## src/rtl/fp_mul_arbiter.sv

```systemverilog
// Round-robin arbiter sharing one pipelined FP multiplier among N_REQ requesters; results are
// routed back through an in-order tag FIFO. Optional counters under FP_MUL_ARB_STATS_EN.
module fp_mul_arbiter #(
  parameter int N_REQ     = 4,
  parameter int TAG_DEPTH = 16
) (
  input  logic                   clk,
  input  logic                   rst,
  input  logic [N_REQ-1:0]       req_valid,
  input  logic [N_REQ-1:0][31:0] req_dataa,
  input  logic [N_REQ-1:0][31:0] req_datab,
  output logic [N_REQ-1:0]       req_ready,
  output logic                   mul_snk_valid,
  output logic [31:0]            mul_snk_dataa,
  output logic [31:0]            mul_snk_datab,
  input  logic                   mul_snk_ready,
  input  logic                   mul_src_valid,
  input  logic [31:0]            mul_src_data,
  output logic                   mul_src_ready,
  output logic [N_REQ-1:0]       rsp_valid,
  output logic [31:0]            rsp_data,
  input  logic [N_REQ-1:0]       rsp_ready
`ifdef FP_MUL_ARB_STATS_EN
  ,
  output logic [N_REQ-1:0][15:0] stat_issue_cnt,
  output logic [15:0]            stat_stall_cnt
`endif
);

  localparam int GW = $clog2(N_REQ);
  localparam int PW = $clog2(TAG_DEPTH);
  localparam int CW = PW + 1;
  localparam logic [GW:0]   N_REQ_W   = (GW+1)'(N_REQ);
  localparam logic [GW-1:0] LAST_REQ  = GW'(N_REQ - 1);
  localparam logic [CW-1:0] DEPTH_CNT = CW'(TAG_DEPTH);

  logic [GW-1:0] rr_ptr_reg, rr_ptr_next;
  logic [PW-1:0] wr_ptr_reg, wr_ptr_next;
  logic [PW-1:0] rd_ptr_reg, rd_ptr_next;
  logic [CW-1:0] tag_count_reg, tag_count_next;
  logic [GW-1:0] tag_mem [TAG_DEPTH];

  logic [N_REQ-1:0][GW-1:0] cand_idx;
  logic [N_REQ-1:0]         cand_hit;
  logic [GW-1:0]            gnt;
  logic                     any_req;
  logic                     credit_ok;
  logic                     issue_en;
  logic                     fire;
  logic [GW-1:0]            tag_head;
  logic                     fifo_empty;
  logic                     src_en;
  logic                     pop;

  // Candidate at offset gi is rr_ptr+gi folded back into 0..N_REQ-1.
  for (genvar gi = 0; gi < N_REQ; gi++) begin : g_cand
    logic [GW:0] sum;
    assign sum          = {1'b0, rr_ptr_reg} + (GW+1)'(gi);
    assign cand_idx[gi] = (sum >= N_REQ_W) ? GW'(sum - N_REQ_W) : sum[GW-1:0];
    assign cand_hit[gi] = req_valid[cand_idx[gi]];
  end

  always_comb begin
    gnt = '0;
    for (int k = N_REQ - 1; k >= 0; k--) begin
      if (cand_hit[k]) gnt = cand_idx[k];
    end
  end

  assign any_req   = |req_valid;
  assign credit_ok = (tag_count_reg < DEPTH_CNT);
  assign issue_en  = !rst && credit_ok;

  assign mul_snk_valid = any_req && issue_en;
  assign mul_snk_dataa = req_dataa[gnt];
  assign mul_snk_datab = req_datab[gnt];
  assign fire          = mul_snk_valid && mul_snk_ready;

  for (genvar gi = 0; gi < N_REQ; gi++) begin : g_ready
    assign req_ready[gi] = issue_en && mul_snk_ready && (gnt == GW'(gi));
  end

  // Return path: the FIFO head names the owner of the result currently at the multiplier output.
  assign tag_head   = tag_mem[rd_ptr_reg];
  assign fifo_empty = (tag_count_reg == '0);
  assign src_en     = !rst && !fifo_empty;

  assign mul_src_ready = src_en && rsp_ready[tag_head];
  assign rsp_data      = mul_src_data;
  assign pop           = mul_src_valid && mul_src_ready;

  for (genvar gi = 0; gi < N_REQ; gi++) begin : g_rsp
    assign rsp_valid[gi] = src_en && mul_src_valid && (tag_head == GW'(gi));
  end

  always_comb begin
    rr_ptr_next    = rr_ptr_reg;
    wr_ptr_next    = wr_ptr_reg;
    rd_ptr_next    = rd_ptr_reg;
    tag_count_next = tag_count_reg;
    if (fire) begin
      rr_ptr_next = (gnt == LAST_REQ) ? '0 : gnt + GW'(1);
      wr_ptr_next = wr_ptr_reg + PW'(1);
    end
    if (pop) rd_ptr_next = rd_ptr_reg + PW'(1);
    case ({fire, pop})
      2'b10:   tag_count_next = tag_count_reg + CW'(1);
      2'b01:   tag_count_next = tag_count_reg - CW'(1);
      default: tag_count_next = tag_count_reg;
    endcase
  end

  always_ff @(posedge clk) begin
    if (rst) begin
      rr_ptr_reg    <= '0;
      wr_ptr_reg    <= '0;
      rd_ptr_reg    <= '0;
      tag_count_reg <= '0;
    end else begin
      rr_ptr_reg    <= rr_ptr_next;
      wr_ptr_reg    <= wr_ptr_next;
      rd_ptr_reg    <= rd_ptr_next;
      tag_count_reg <= tag_count_next;
    end
  end

  // Tag storage needs no reset: entries are only read while the count says they are live.
  always_ff @(posedge clk) begin
    if (fire) tag_mem[wr_ptr_reg] <= gnt;
  end

`ifdef FP_MUL_ARB_STATS_EN
  logic [15:0] stall_cnt_reg;

  for (genvar gi = 0; gi < N_REQ; gi++) begin : g_stat
    logic [15:0] issue_cnt_reg;
    always_ff @(posedge clk) begin
      if (rst) begin
        issue_cnt_reg <= '0;
      end else if (fire && (gnt == GW'(gi))) begin
        issue_cnt_reg <= issue_cnt_reg + 16'd1;
      end
    end
    assign stat_issue_cnt[gi] = issue_cnt_reg;
  end

  always_ff @(posedge clk) begin
    if (rst) begin
      stall_cnt_reg <= '0;
    end else if (any_req && !credit_ok && (stall_cnt_reg != 16'hFFFF)) begin
      stall_cnt_reg <= stall_cnt_reg + 16'd1;
    end
  end

  assign stat_stall_cnt = stall_cnt_reg;
`endif

endmodule

```

## config.mk

```make
export PLATFORM = sky130hd
export DESIGN_NAME = fp_mul_arbiter
export DESIGN_NICKNAME = d
export VERILOG_FILES = /design/src/rtl/fp_mul_arbiter.sv
export SDC_FILE = /design/constraint.sdc
export NUM_CORES = 1
export LEC_CHECK = 0
export ABC_CLOCK_PERIOD_IN_PS = 6500
export BUFFER_PORTS_ARGS = -buffer_cell sky130_fd_sc_hd__buf_2
export CAP_MARGIN = 0
export CORE_AREA = 4 4 157 159
export DETAILED_ROUTE_END_ITERATION = 8
export DIE_AREA = 0 0 161 163
export HOLD_SLACK_MARGIN = 0.06
export MAX_ROUTING_LAYER = met4
export SLEW_MARGIN = 30
export SYNTH_ARGS = -nofsm -noshare
export SYNTH_HDL_FRONTEND = slang
export SYNTH_SLANG_ARGS = --single-unit
```

## constraint.sdc

```tcl
create_clock -name clk -period 6.5 [get_ports clk]
set_input_delay 0.65 -clock clk [delete_from_list [all_inputs] [get_ports clk]]
set_output_delay 0.65 -clock clk [all_outputs]
set_load 0.01 [all_outputs]
```

==> qor.csv <==
stage,metric,value,unit
timing,slew_violations,0,
timing,rsz0062_at_grt,false,
timing,setup_tns,0,ns
timing,finalCritPeriodShare,0.639,
clocking,clkSlewWorstSetupHoldPaths,0.06,ns
synth,async_flop_share,0,
layout,syn2layout_area_growth,38.5,%
setup_path,start_kind,primary input,
timing,finalSetupViolations,0,
detailed_routing,post-route-drc-count,0,
setup_path,crit_type,in -> out,
floorplan,ios,406,
floorplan,die_h,163,um
clocking,cts_setup_buffers,0,
pwr,power_leakage,3.36,nW
synth,synth_edf_count,32,
global_route,grtUsageTotal,0.172,
synth,yosysUniqueCellTypes,45,
synth,synth_area_leaders,"nand2_1 (22%), edfxtp_1 (20%), and3_1 (8.9%)",
global_route,grt_pass1_vias,5673,
synth,ys_warn_count,0,
detailed_routing,wl,23.5,mm
timing,fmaxAchievable,241,MHz
clocking,cts_tree,done,
setup_path,required,5.85,ns
setup_path,crit_path_cell_trace,buf_2 -> a21oi_1 -> o21a_1 -> o22a_4 -> buf_4 -> nand2_1 -> and3_1 -> a31oi_1 -> buf_2,
synth,ys_seq_area_frac,0.278,
clocking,numCtsBuffers,5,
placed_design,port_buffers,341,
clocking,clock_path_buffers,2,
detailed_routing,vias,5950,
job,drv_cap,0,
synth,synth_fp_nets,1014,
clocking,cts_sinks,51,
global_route,grt_max_degree,85,
timing,tightestPinTransition,0.821,ns
synth,ys.flop_type,edfxtp_1,
floorplan,die_x,161,um
pwr,ir_drop,104,uV
detailed_routing,initialDrtViolationCount,362,
setup_path,critPathSlowestCell,buf_4,
synth,synth_top_area_frac,0.216,
synth,syn_area,0.00483,mm^2
layout,num-nets-final,1281,
clocking,cts.root.buffer_cell,clkbuf_16,
outcome,status,"complete, no violations",
layout,largest_reg_flops,32,
detailed_routing,drt_first_pass_iters,4,
setup_path,path_delay_family,compound AO/OA/AOI/OAI gates,
placed_design,dp_slack,2.27,ns
timing,fin_ws,2.34,ns
setup_path,end_kind,output port,
setup_path,regToRegSetupSlack,2.41,ns
global_route,antenna_found_initial,2,
floorplan,row_count,56,
placed_design,gp_congestion,1.05,
detailed_routing,via_per_inst,4.61,
setup_path,slowest_delay,0.75,ns
setup_path,critPathMaxFanout,82,
pwr,powerDensity,168,mW/mm^2
clocking,ctsHoldBuffers,0,
clocking,clk_latency,0.29,ns
timing,finalHoldViolCount,0,
placed_design,dpl.hpwl,19.1,mm
timing,final.setup_skew,0.00570,ns
global_route,grt_overflow,0,
clocking,post_cts_resized,0,
setup_path,worst-path-buf-inv,3,
layout,final_cells,1291,
clocking,htree_levels,2,
global_route,grt_pass1_wl,34.0,mm
synth,avgSynthCellArea,6.88,um^2
placed_design,placedCellCount,1281,
floorplan,core,0.0233,mm^2
synth,synth_area_leader_cell,nand2_1,
setup_path,worst_path_most_repeated_cell,buf_2,
detailed_routing,drtAntennaViolNets,0,
timing,min_period,4.16,ns
hold_path,min_path_type,reg -> reg,
setup_path,worstPathArrival,3.51,ns
layout,drive_gt1_frac,0.385,
floorplan,initial_core_util,0.208,
timing,relSlewSlack,0.453,
synth,synth-seq-cells,51,
synth,netlist_instances,702,
detailed_routing,drt-wirelength-per-cell,18.2,um
floorplan,die_area,0.0262,mm^2
final timing paths:
| check | start | cells past startpoint | to |
|---|---|---|---|
| setup reg to reg | flip-flop | 11 | tag_count_reg[4] |
| hold / removal | rd_ptr_reg[2] | 1 | flip-flop |
| setup / recovery | req_valid[0] | 9 | mul_snk_dataa[6] |
| hold reg to reg | rd_ptr_reg[2] | 1 | flip-flop |
synth_stat cells, drive strengths merged (4+ instances only):
| cell type | instances |
|---|---|
| a21oi | 12 |
| a31oi | 66 |
| and2 | 4 |
| and3 | 69 |
| buf | 40 |
| clkbuf | 47 |
| dfxtp | 19 |
| edfxtp | 32 |
| ha | 12 |
| inv | 8 |
| mux2i | 8 |
| mux4 | 10 |
| nand2 | 278 |
| nand2b | 4 |
| nand3 | 8 |
| nor2 | 38 |
| nor3 | 12 |
| o21ai | 4 |
| xor2 | 4 |
kinds of logic (layout without fill, tap and decap cells):
group,Yosys count,count (layout),share of synthesized area
and+or+nand+nor,420,420,0.376
AOI/OAI and AO/OA,99,99,0.135
buffers and inverters,95,363,0.103
DFF,51,51,0.278
muxes,20,20,0.0686
adders and majority gates,12,12,0.0311
xor gates and xnor gates,5,5,0.00906
other,0,2,0
layout by cell type (no fill, tap or decap), types with 4 or more instances in the layout:
cell type / instances
buf_4: 6
clkbuf_16: 5
inv_1: 6
nor3_1: 11
a31oi_1: 66
and2_1: 4
ha_1: 12
and3_1: 69
nand2b_1: 4
nand3_1: 8
nand2_1: 278
edfxtp_1: 32
mux2i_1: 8
nor2_1: 38
mux4_2: 10
xor2_1: 4
dfxtp_1: 19
buf_2: 341
a21oi_1: 12
through the flow:
step	power, mW	hold slack (ns)	utilization	instance area, um^2
final	1.13	0.506	0.288	6690
after global routing	1.20	0.533	0.288	6690
after CTS	1.14	0.507	0.287	6690
after detailed placement	0.870	0.489	0.281	6530
after global placement	0.871	0.467	0.281	6530
after floorplan	0.656	0.449	-	4830
final cells by class:
| cell class | count | area, um^2 |
|---|---|---|
| diodes | 2 | 5.00 |
| well taps | 319 | 399 |
| inverters | 8 | 32.5 |
| repair buffers | 347 | 1750 |
| fillers | 2649 | 16600 |
| flip-flops and latches | 51 | 1340 |
| clock buffers | 6 | 139 |
| clock inverters | 2 | 16.3 |
| multi-input cells | 556 | 3010 |
layer usage:
| layer | vias up | wire, um | global-route usage |
|---|---|---|---|
| li1 | 2915 | - | - |
| met1 | 2761 | 9310 | 0.206 |
| met2 | 239 | 11200 | 0.270 |
| met3 | 35 | 2540 | 0.0719 |
| met4 | 0 | 462 | 0.0419 |
| met5 | - | 0 | - |
power by group:
part,switching (mW),total (mW),internal [mW]
sequential,0.00784,0.361,0.353
combinational,0.297,0.501,0.204
clock,0.110,0.264,0.154
Power figures use the tool's default switching activity.
